[src/rtl/ir_tx_pkg.sv]
// Shared types and constants for the NEC infrared transmitter.
// Unit multiples are in NEC units; the top scales them by UNIT_CYC.
package ir_tx_pkg;

  typedef enum logic [2:0] {
    ST_IDLE       = 3'd0,
    ST_LEAD_MARK  = 3'd1,
    ST_LEAD_SPACE = 3'd2,
    ST_BIT_MARK   = 3'd3,
    ST_BIT_SPACE  = 3'd4,
    ST_STOP_MARK  = 3'd5,
    ST_GAP        = 3'd6
  } tx_state_e;

  localparam int unsigned LEAD_MARK_U  = 16;
  localparam int unsigned LEAD_SPACE_U = 8;
  localparam int unsigned RPT_SPACE_U  = 4;
  localparam int unsigned ONE_SPACE_U  = 3;
  localparam int unsigned ZERO_SPACE_U = 1;
  localparam int unsigned FRAME_U      = 192;

  localparam int unsigned WORD_W      = 32;
  localparam int unsigned BIT_IDX_W   = 6;
  localparam int unsigned FRAME_CNT_W = 24;

  // Standard frames carry the inverted 8-bit address; extended frames a 16-bit one.
  function automatic logic [WORD_W-1:0] make_word(input logic [15:0] addr,
                                                  input logic [7:0]  cmd,
                                                  input logic        ext_mode);
    logic [15:0] addr_field;
    addr_field = ext_mode ? addr : {~addr[7:0], addr[7:0]};
    return {~cmd, cmd, addr_field};
  endfunction

endpackage

[src/rtl/ir_tx_nec_gen_if.sv]
// Command/status bundle between user logic (master) and the NEC transmitter (slave).
interface ir_tx_nec_gen_if;
  logic [15:0] addr;
  logic [7:0]  cmd;
  logic        ext_mode;
  logic        repeat_en;
  logic        send;
  logic        busy;
  logic        done;
  logic        envelope;
  logic        data_out;
  logic [2:0]  tx_state;

  modport master (output addr, cmd, ext_mode, repeat_en, send,
                  input  busy, done, envelope, data_out, tx_state);
  modport slave  (input  addr, cmd, ext_mode, repeat_en, send,
                  output busy, done, envelope, data_out, tx_state);
endinterface

[src/rtl/ir_carrier_gen.sv]
// Free-running IR carrier; restart forces the phase to the start of a high period.
module ir_carrier_gen #(
  parameter int unsigned CARRIER_PERIOD = 1316,
  parameter int unsigned CARRIER_HIGH   = 439
) (
  input  logic clk,
  input  logic rst_n,
  input  logic restart,
  output logic carrier
);

  localparam int unsigned CW = (CARRIER_PERIOD > 1) ? $clog2(CARRIER_PERIOD) : 1;

  logic [CW-1:0] cnt;
  logic [CW-1:0] cnt_nxt;

  always_comb begin
    cnt_nxt = cnt + CW'(1);
    if (restart || (cnt == CW'(CARRIER_PERIOD - 1))) cnt_nxt = '0;
  end

  // carrier is registered from the next count so it lines up with cnt
  always_ff @(posedge clk or negedge rst_n) begin
    if (!rst_n) begin
      cnt     <= '0;
      carrier <= 1'b0;
    end else begin
      cnt     <= cnt_nxt;
      carrier <= (cnt_nxt < CW'(CARRIER_HIGH));
    end
  end

endmodule

[src/rtl/ir_tx_nec_gen.sv]
// NEC infrared frame generator: leader, 32 data bits LSB first, stop mark,
// 108 ms frame period with optional repeat codes while send is held.
module ir_tx_nec_gen
  import ir_tx_pkg::*;
#(
  parameter int unsigned UNIT_CYC       = 28125,
  parameter int unsigned CARRIER_PERIOD = 1316,
  parameter int unsigned CARRIER_HIGH   = 439
) (
  input  logic            clk,
  input  logic            rst_n,
  ir_tx_nec_gen_if.slave  bus
);

  localparam int unsigned CNT_W = $clog2(LEAD_MARK_U * UNIT_CYC);
  localparam logic [FRAME_CNT_W-1:0] FRAME_LAST = FRAME_CNT_W'(FRAME_U * UNIT_CYC - 1);

  tx_state_e              state, state_nxt;
  logic [CNT_W-1:0]       cnt, cnt_nxt, last;
  logic [BIT_IDX_W-1:0]   bit_idx, bit_idx_nxt;
  logic [FRAME_CNT_W-1:0] fcnt, fcnt_nxt;
  logic [WORD_W-1:0]      word, word_nxt;
  logic                   rpt, rpt_nxt;
  logic                   tick, env_nxt, done_nxt;
  logic                   busy, done, envelope, data_out, carrier;
  int unsigned            units;

  ir_carrier_gen #(
    .CARRIER_PERIOD (CARRIER_PERIOD),
    .CARRIER_HIGH   (CARRIER_HIGH)
  ) u_carrier (
    .clk     (clk),
    .rst_n   (rst_n),
    .restart (env_nxt & ~envelope),
    .carrier (carrier)
  );

  // Next-state and datapath decode
  always_comb begin
    state_nxt   = state;
    bit_idx_nxt = bit_idx;
    word_nxt    = word;
    rpt_nxt     = rpt;
    done_nxt    = 1'b0;
    fcnt_nxt    = (fcnt == FRAME_LAST) ? fcnt : fcnt + FRAME_CNT_W'(1);

    case (state)
      ST_LEAD_MARK:  units = LEAD_MARK_U;
      ST_LEAD_SPACE: units = rpt ? RPT_SPACE_U : LEAD_SPACE_U;
      ST_BIT_SPACE:  units = word[bit_idx[4:0]] ? ONE_SPACE_U : ZERO_SPACE_U;
      default:       units = 1;
    endcase
    last = CNT_W'(units * UNIT_CYC - 1);
    tick = (cnt == last);
    cnt_nxt = (state != ST_IDLE && state != ST_GAP && !tick) ? cnt + CNT_W'(1) : '0;

    case (state)
      ST_IDLE: begin
        fcnt_nxt = '0;
        if (bus.send) begin
          state_nxt = ST_LEAD_MARK;
          word_nxt  = make_word(bus.addr, bus.cmd, bus.ext_mode);
          rpt_nxt   = 1'b0;
        end
      end
      ST_LEAD_MARK:  if (tick) state_nxt = ST_LEAD_SPACE;
      ST_LEAD_SPACE: if (tick) begin
        state_nxt   = rpt ? ST_STOP_MARK : ST_BIT_MARK;
        bit_idx_nxt = '0;
      end
      ST_BIT_MARK:   if (tick) state_nxt = ST_BIT_SPACE;
      ST_BIT_SPACE:  if (tick) begin
        if (bit_idx == BIT_IDX_W'(WORD_W - 1)) begin
          state_nxt = ST_STOP_MARK;
        end else begin
          bit_idx_nxt = bit_idx + BIT_IDX_W'(1);
          state_nxt   = ST_BIT_MARK;
        end
      end
      ST_STOP_MARK:  if (tick) begin
        state_nxt = ST_GAP;
        done_nxt  = 1'b1;
      end
      ST_GAP: begin
        // Frame period is measured from the leader rising edge
        if (fcnt == FRAME_LAST) begin
          if (bus.send && bus.repeat_en) begin
            state_nxt = ST_LEAD_MARK;
            rpt_nxt   = 1'b1;
            fcnt_nxt  = '0;
          end else if (!bus.send) begin
            state_nxt = ST_IDLE;
          end
        end
      end
      default: state_nxt = ST_IDLE;
    endcase

    env_nxt = (state_nxt == ST_LEAD_MARK) || (state_nxt == ST_BIT_MARK) ||
              (state_nxt == ST_STOP_MARK);
  end

  // State and output registers
  always_ff @(posedge clk or negedge rst_n) begin
    if (!rst_n) begin
      state    <= ST_IDLE;
      cnt      <= '0;
      bit_idx  <= '0;
      fcnt     <= '0;
      word     <= '0;
      rpt      <= 1'b0;
      busy     <= 1'b0;
      done     <= 1'b0;
      envelope <= 1'b0;
      data_out <= 1'b0;
    end else begin
      state    <= state_nxt;
      cnt      <= cnt_nxt;
      bit_idx  <= bit_idx_nxt;
      fcnt     <= fcnt_nxt;
      word     <= word_nxt;
      rpt      <= rpt_nxt;
      busy     <= (state_nxt != ST_IDLE);
      done     <= done_nxt;
      envelope <= env_nxt;
      data_out <= envelope & carrier & env_nxt;
    end
  end

  assign bus.busy     = busy;
  assign bus.done     = done;
  assign bus.envelope = envelope;
  assign bus.data_out = data_out;
  assign bus.tx_state = state;

endmodule

[src/flat_wrapper.sv]
// flat-port wrapper written by rule: the top's interface ports become plain ports
module ir_tx_nec_gen_flat import ir_tx_pkg::*;
#(
  parameter int unsigned UNIT_CYC       = 28125,
  parameter int unsigned CARRIER_PERIOD = 1316,
  parameter int unsigned CARRIER_HIGH   = 439
)
  (clk, rst_n, bus_addr, bus_cmd, bus_ext_mode, bus_repeat_en, bus_send, bus_busy, bus_done, bus_envelope, bus_data_out, bus_tx_state);
  ir_tx_nec_gen_if bus_i ();
  input  logic clk;
  input  logic rst_n;
  input wire logic [$bits(bus_i.addr)-1:0] bus_addr;
  input wire logic [$bits(bus_i.cmd)-1:0] bus_cmd;
  input wire logic [$bits(bus_i.ext_mode)-1:0] bus_ext_mode;
  input wire logic [$bits(bus_i.repeat_en)-1:0] bus_repeat_en;
  input wire logic [$bits(bus_i.send)-1:0] bus_send;
  output wire logic [$bits(bus_i.busy)-1:0] bus_busy;
  output wire logic [$bits(bus_i.done)-1:0] bus_done;
  output wire logic [$bits(bus_i.envelope)-1:0] bus_envelope;
  output wire logic [$bits(bus_i.data_out)-1:0] bus_data_out;
  output wire logic [$bits(bus_i.tx_state)-1:0] bus_tx_state;
  assign bus_i.addr = bus_addr;
  assign bus_i.cmd = bus_cmd;
  assign bus_i.ext_mode = bus_ext_mode;
  assign bus_i.repeat_en = bus_repeat_en;
  assign bus_i.send = bus_send;
  assign bus_busy = bus_i.busy;
  assign bus_done = bus_i.done;
  assign bus_envelope = bus_i.envelope;
  assign bus_data_out = bus_i.data_out;
  assign bus_tx_state = bus_i.tx_state;
  ir_tx_nec_gen #(.UNIT_CYC(UNIT_CYC), .CARRIER_PERIOD(CARRIER_PERIOD), .CARRIER_HIGH(CARRIER_HIGH)) u_core (.clk(clk), .rst_n(rst_n), .bus(bus_i));
endmodule
[config.mk]
export PLATFORM = sky130hd
export DESIGN_NAME = ir_tx_nec_gen_flat
export DESIGN_NICKNAME = d
export VERILOG_FILES = /design/src/rtl/ir_tx_pkg.sv /design/src/rtl/ir_tx_nec_gen_if.sv /design/src/rtl/ir_carrier_gen.sv /design/src/rtl/ir_tx_nec_gen.sv /design/src/flat_wrapper.sv
export SDC_FILE = /design/constraint.sdc
export NUM_CORES = 1
export LEC_CHECK = 0
export BUFFER_PORTS_ARGS = -buffer_cell sky130_fd_sc_hd__buf_2
export CAP_MARGIN = 20
export CORE_AREA = 2 2 139 141
export DETAILED_ROUTE_END_ITERATION = 16
export DIE_AREA = 0 0 141 143
export GPL_ROUTABILITY_DRIVEN = 0
export HOLD_SLACK_MARGIN = 0.06
export PLACE_DENSITY = 0.61
export SYNTH_ARGS = -nofsm -noshare
export SYNTH_HDL_FRONTEND = slang
export SYNTH_SLANG_ARGS = --single-unit
[constraint.sdc]
create_clock -name clk -period 7.5 [get_ports clk]
set_clock_uncertainty 0.1 [all_clocks]
set_input_delay 0.375 -clock clk [delete_from_list [all_inputs] [get_ports clk]]
set_output_delay 0.375 -clock clk [all_outputs]
set_load 0.02 [all_outputs]
# [Word-level counts from Yosys, hierarchy flattened]
# Cells that the tools add are included.
[word_totals] ff_bits=101 inputBits=29 out_inout_bits=7 wordCells=95
[op_classes] addsub=5 mul=1 magnitude_cmp=2 n_eq_ne=20 muxes=34 n_bitwise=6 reduce_logical=15
[op_table] cell="one-hot mux 32 bit (3 select lines)" n=1
[op_table] cell="2-to-1 mux 24 bit" n=3
[op_table] cell="one-hot mux 24 bit (2 select lines)" n=1
[op_table] cell="2-to-1 mux 3 bit" n=11
[op_table] cell="multiplier 32 x 15 -> 19 bit, second input constant" n=1
[op_table] cell="adder 24 x 1 -> 24 bit, second input constant" n=1
[op_table] cell="equality test 24 x 23 -> 1 bit, second input constant" n=1
[op_table] cell="one-hot mux 3 bit (7 select lines)" n=1
[op_table] cell="adder 19 x 1 -> 19 bit, second input constant" n=1
[op_table] cell="equality test 19 bit" n=1
[op_table] cell="2-to-1 mux 19 bit" n=1
[op_table] cell="subtractor 19 x 1 -> 19 bit, second input constant" n=1
[op_table] cell="2-to-1 mux 6 bit" n=3
[op_table] cell="2-to-1 mux 16 bit" n=1
[op_table] cell="inverter 8 bit" n=2
[op_table] cell="equality test 3 bit, second input constant" n=4
[op_table] cell="one-hot mux 6 bit (2 select lines)" n=1
[op_table] cell="adder 11 x 1 -> 11 bit, second input constant" n=1
[op_table] cell="equality test 11 bit, second input constant" n=1
[op_table] cell="< comparator 11 x 9 -> 1 bit, second input constant" n=1
[op_table] cell="2-to-1 mux 11 bit" n=1
[op_table] cell="equality test 3 x 2 -> 1 bit, second input constant" n=3
[op_table] cell="!= test 2 x 1 -> 1 bit, second input constant" n=4
[op_table] cell="AND reduction 4 bit" n=2
[op_table] cell="other kinds (20)" n=35

# [Longest topological paths before layout]
[depth] ltp_word=16 depth_mapped=28 mapped_depth_nobuf=24

# [By module]
# Synthesis repeated with hierarchy kept, for this count alone.
[unflattened] hier_cells=742 hier_area_um2=7066.8
[modules_own_cells] mod="ir_tx_nec_gen" n_inst=1 cells_each=658 area_per_inst_um2=6283.5 seq_area_each_um2=2227.1
[modules_own_cells] mod="ir_carrier_gen" n_inst=1 cells_each=84 area_per_inst_um2=783.3 seq_area_each_um2=300.3

# [Worst setup path before layout]
# No wires, ideal clock.
[synth_timing] kind="register to register" from="register u_core.bit_idx[0]" to="register u_core.cnt[11]" setup_ns=0.119 t_arrival_ns=7.429 required_time_ns=7.281 slack_ns=-0.148 path_stages_with_launch=25 n_path_buf=3 synth_period_minus_slack_ns=7.648 path_cell_list="dfrtp_1 buf_1 mux4_2 mux4_2 mux2i_1 or2_2 clkbuf_1 inv_1 ha_1 fa_1 fa_1 fa_1 ha_1 ha_1 ha_1 a211oi_1 nor2_1 nor2_1 nor2_1 or3_1 or4_1 or4_4 o22ai_4 buf_6 nor2_1"
[synth_via] elab_chain_len=10
[synth_lines] element="from (decl)" line_no="ir_tx_nec_gen.sv:20" text="logic [BIT_IDX_W-1:0] bit_idx, bit_idx_nxt;"
[synth_lines] element="from (signal assigned)" line_no="ir_tx_nec_gen.sv:119" text="bit_idx <= bit_idx_nxt;"
[synth_lines] element="binary-select mux 1 bit (select 5 bit)" line_no="ir_tx_nec_gen.sv:50" text="ST_BIT_SPACE: units = word[bit_idx[4:0]] ? ONE_SPACE_U : ZERO_SPACE_U;"
[synth_lines] element="2-to-1 mux 1 bit (implied by the code)" line_no="ir_tx_nec_gen.sv:50"
[synth_lines] element="2-to-1 mux 2 bit" line_no="ir_tx_nec_gen.sv:50"
[synth_lines] element="one-hot mux 32 bit (3 select lines)" line_no="ir_tx_nec_gen.sv:47" text="case (state)"
[synth_lines] element="multiplier 32 x 15 -> 19 bit" line_no="ir_tx_nec_gen.sv:53" text="last = CNT_W'(units * UNIT_CYC - 1);"
[synth_lines] element="subtractor 19 x 1 -> 19 bit" line_no="ir_tx_nec_gen.sv:53"
[synth_lines] element="equality test 19 bit" line_no="ir_tx_nec_gen.sv:54" text="tick = (cnt == last);"
[synth_lines] element="zero test 1 bit" line_no="ir_tx_nec_gen.sv:55" text="cnt_nxt = (state != ST_IDLE && state != ST_GAP && !tick) ? cnt + CNT_W'(1) : '0;"
[synth_lines] element="logical AND 1 bit" line_no="ir_tx_nec_gen.sv:55"
[synth_lines] element="2-to-1 mux 19 bit" line_no="ir_tx_nec_gen.sv:55"
[synth_lines] element="named net u_core.cnt_nxt[11]" line_no="ir_tx_nec_gen.sv:19" text="logic [CNT_W-1:0] cnt, cnt_nxt, last;"
[synth_lines] element="to (signal assigned)" line_no="ir_tx_nec_gen.sv:118" text="cnt <= cnt_nxt;"
[synth_lines] element="to (decl)" line_no="ir_tx_nec_gen.sv:19"
# The timed path passes the listed nets, and every way through them passes these cells. The select of a mux whose other input is x is not followed.
# A chain may end at the register's enable or synchronous reset.

# [Final worst setup path]
[layout_timing] from="register u_core.bit_idx[0]" to="register u_core.u_carrier.carrier"
[layout_via] elab_chain_len=16 elab_cells_between_ends=24 cone_classes="add/sub (1); mul (1); order compare (1); eq/ne (5); mux (12); bitwise (1); reduce/logical (3)"
[layout_lines] element="binary-select mux 1 bit (select 5 bit)" line_no="ir_tx_nec_gen.sv:50"
[layout_lines] element="2-to-1 mux 1 bit (implied by the code)" line_no="ir_tx_nec_gen.sv:50"
[layout_lines] element="2-to-1 mux 2 bit" line_no="ir_tx_nec_gen.sv:50"
[layout_lines] element="one-hot mux 32 bit (3 select lines)" line_no="ir_tx_nec_gen.sv:47"
[layout_lines] element="multiplier 32 x 15 -> 19 bit" line_no="ir_tx_nec_gen.sv:53"
[layout_lines] element="subtractor 19 x 1 -> 19 bit" line_no="ir_tx_nec_gen.sv:53"
[layout_lines] element="equality test 19 bit" line_no="ir_tx_nec_gen.sv:54"
[layout_lines] element="2-to-1 mux 3 bit, on equally long branches"
[layout_lines] element="one-hot mux 3 bit (7 select lines) (*)" line_no="ir_tx_nec_gen.sv:57" text="case (state)"
[layout_lines] element="equality test 3 x 1 -> 1 bit / equality test 3 x 2 -> 1 bit (equally long branches)" line_no="ir_tx_nec_gen.sv:99" text="env_nxt = (state_nxt == ST_LEAD_MARK) || (state_nxt == ST_BIT_MARK) ||"
[layout_lines] element="logical OR 1 bit" line_no="ir_tx_nec_gen.sv:99"
[layout_lines] element="logical OR 1 bit (*)" line_no="ir_tx_nec_gen.sv:99"
[layout_lines] element="bitwise AND 1 bit (*)" line_no="ir_tx_nec_gen.sv:34" text=".restart (env_nxt & ~envelope),"
[layout_lines] element="logical OR 1 bit (*)" line_no="ir_carrier_gen.sv:19" text="if (restart || (cnt == CW'(CARRIER_PERIOD - 1))) cnt_nxt = '0;"
[layout_lines] element="2-to-1 mux 11 bit (*)" line_no="ir_carrier_gen.sv:19"
[layout_lines] element="< comparator 11 x 9 -> 1 bit (*)" line_no="ir_carrier_gen.sv:29" text="carrier <= (cnt_nxt < CW'(CARRIER_HIGH));"
[layout_lines] element="to (signal assigned)" line_no="ir_carrier_gen.sv:29"
[layout_lines] element="to (decl)" line_no="ir_carrier_gen.sv:9" text="output logic carrier"
# Mark *: on every way between the ends. The rest lies on a longest branch, timed or not. The select of a mux whose other input is x is not followed.

==> results.yml <==
outcome:
  run_status: "finished, final reports clean"
timing:
  finalSetupViolations: 0
  worst_slack_ns: 0.2368
  maxSlewViolCount: 0
  period_share_pct: 96.84
  max_freq_mhz: 137.7
  holdWs_ns: 0.08859
  tightest_slew_ns: 0.6890
  slew_headroom_pct: 54.07
  hold_viol: 0
  period_minus_slack_ns: 7.263
final_layout:
  layout_commonest_cell: "nor2_1"
  final_cells: 1116
  antenna-diode-count: 0
  drive_gt1_share_pct: 23.02
  fin_nets: 1010
  syn_to_final_growth_pct: 19.11
  fill_cells: 1725
  final_cell_mix: "nor2_1 (110), dfrtp_1 (101), inv_1 (57), ha_1 (51), buf_4 (47)"
drt:
  firstDrtPassIters: 4
  avgViaCountPerCell: 5.232
  wl_per_cell_um: 15.45
  route.detailed.drc: 0
  ant_nets: 0
  vias: 5839
  drtIter0Drc: 290
  wl_um: 17240
worst_setup_path:
  slowest_delay_ns: 0.51
  slowest_stage: "fa_1"
  cp_max_fo: 6
  reg2reg_depth: 28
  setup.worst_path.class: "flop to flop"
  reg2reg_slack_ns: 0.24
  reg2reg_to: "u_core.u_carrier.carrier"
  reg2reg_from: "u_core.bit_idx[0]"
  crit_required_ns: 7.64
  worst_setup_path_end_kind: "flop"
  cp.arrival_ns: 7.40
  startpoint_type: "flop"
global_routing:
  grt_max_degree: 55
  grt_pass1_vias: 5661
  track_usage_pct: 17.41
  grt-ovfl-total: 0
  antenna_found_initial: 0
  grt_pass1_wl_um: 28170
synthesis:
  synth_top_cell_by_area: "dfrtp_1"
  synth.cell_area_um2: 7739
  synthCells: 803
  netlist.area_leader.share_pct: 32.66
  synth_seq_cells: 101
  ys.warnings.count: 0
  synth.distinct_cells: 70
  synth-seq-area-share_pct: 32.66
  avgSynthCellArea_um2: 9.637
  yosys-top-cells-area: "dfrtp_1 (33%), ha_1 (13%), fa_1 (6.7%)"
  syn_nets: 936
  yosys_most_used_dff: "dfrtp_1"
  synth_edf_count: 0
  ys_async_sr_fraction_pct: 100.0
worst_hold_path:
  min_path_cells: 2
  holdPathEnd: "u_core.word[27]"
  hp-start: "bus_cmd[3]"
  hp-class: "input pin to flop"
power:
  peakVddDrop_mv: 0.09944
  p_total_mw: 1.083
  p_leak_nw: 4.271
  power_density_nw_per_um2: 117.5
placed_design:
  post-place-ws_ns: 0.05417
  dp_cells: 1092
  port_buffers: 35
  dp_hpwl_um: 12900
clock_network:
  insertion_delay_ns: 0.36
  cts_tree: "built"
  path_clk_slew_ns: 0.08
  cts_buffer_depth: 2
  cts-buffers-inserted: 9
  h-tree-depth: 3
  ctsRootBufferMaster: "clkbuf_16"
  clock_sink_count: 101
die:
  initial_core_util_pct: 41.65
  io_pins: 36
  core_area_um2: 18580
  die_y_um: 143
  dieArea_um2: 20160
  die_width_um: 141
  rows: 50
flow_run:
  maxCapViolCount: 0
-- critical path: cells and delay by family, from the launching register on --
kind                       cells  cell delay, ns
and+or+nand+nor                7            1.65
muxes                          4            1.44
buffers and inverters          7            0.77
DFF                            1            0.38
AOI/OAI and AO/OA              3            0.52
adders and majority gates      7            2.29
-- Yosys cell counts, drive strengths merged (3+ instances only) --
cell	n
buf	10
fa	26
ha	78
or2	4
nand2b	6
inv	59
mux2i	3
o22ai	4
nor2b	9
clkbuf	15
mux2	18
a21boi	4
a21oi	51
dfrtp	101
o21ai	20
mux4	10
and3	20
nor4bb	3
or3	4
and2	4
nor2	111
nand2	41
xnor2	41
or4	3
nor3	8
nor4b	3
a31oi	3
a21o	9
xor2	48
nand3	45
nand4	7
nor4	3
o211ai	4
-- routing by layer --
layer	wire length [um]	global-route usage (%)	up-vias
met2	8233	28.34	81
met3	482	3.219	14
met5	0	0	-
met4	228	3.789	0
met1	8296	24.38	2839
li1	-	-	2905
-- layout make-up --
cell class | instances | area [um2] | area share [%]
multi-input cells | 618 | 5248 | 56.93
flip-flops and latches | 101 | 2527 | 27.42
repair buffers | 88 | 618.1 | 6.706
well taps | 234 | 292.8 | 3.176
clock buffers | 9 | 225.2 | 2.443
inverters | 59 | 221.5 | 2.403
clock inverters | 7 | 85.08 | 0.9230
-- through the flow --
stage          utilization (%)  TNS [ns]  area [um2]
2_1_floorplan                -         0        7740
5_1_grt                  49.61   -0.4532        9218
4_1_cts                  47.07         0        8746
3_3_place_gp             45.35         0        8426
6_report                 49.61         0        9218
3_5_place_dp             45.35         0        8426
-- logic make-up (layout without fill, tap and decap cells) --
logic type / count (synthesis) / after routing / synth area share [%]
flip-flops: 101 / 101 / 32.66
buffers and inverters: 84 / 163 / 4.737
adder cells (fa/ha/maj): 104 / 104 / 19.34
XOR/XNOR: 89 / 89 / 10.17
multiplexers: 31 / 31 / 5.918
AND/OR/NAND/NOR: 282 / 282 / 18.06
AO/OA/AOI/OAI: 112 / 112 / 9.119
-- report_power, final --
group          internal (mW)  total, mW  switching, mW
clock                  0.240      0.484          0.244
sequential             0.554      0.560        0.00588
combinational         0.0176     0.0395         0.0219
total                  0.812       1.08          0.272
-- worst max path at each step --
stage	start	to	slack, ns	cells past startpoint
finish	u_core.bit_idx[0]	u_core.u_carrier.carrier	0.24	28
global route	u_core.bit_idx[0]	u_core.u_carrier.carrier	-0.08	28
CTS	u_core.bit_idx[0]	u_core.u_carrier.carrier	0.01	25
floorplan	u_core.bit_idx[0]	u_core.cnt[11]	0.09	24
global placement	u_core.bit_idx[0]	u_core.u_carrier.carrier	0.17	26
detailed placement	u_core.bit_idx[0]	u_core.u_carrier.carrier	0.05	26
-- state kept, by name, indices dropped and copies added, names as in the netlist --
name	flops
u_core.bit_idx	6
u_core.bus.busy	1
u_core.bus.data_out	1
u_core.bus.done	1
u_core.bus.envelope	1
u_core.bus.tx_state	3
u_core.cnt	19
u_core.fcnt	24
u_core.rpt	1
u_core.u_carrier.carrier	1
u_core.u_carrier.cnt	11
u_core.word	32
-- repair_timing --
action | 4_1_cts | 5_1_grt
gates resized for setup | 0 | 64
hold endpoints to repair | 53 | 0
endpoints found under the setup margin | 0 | 35
buffers inserted | 0 | 6
hold buffers | 1 | 0
Note: power is estimated with default switching activity, not from simulation.
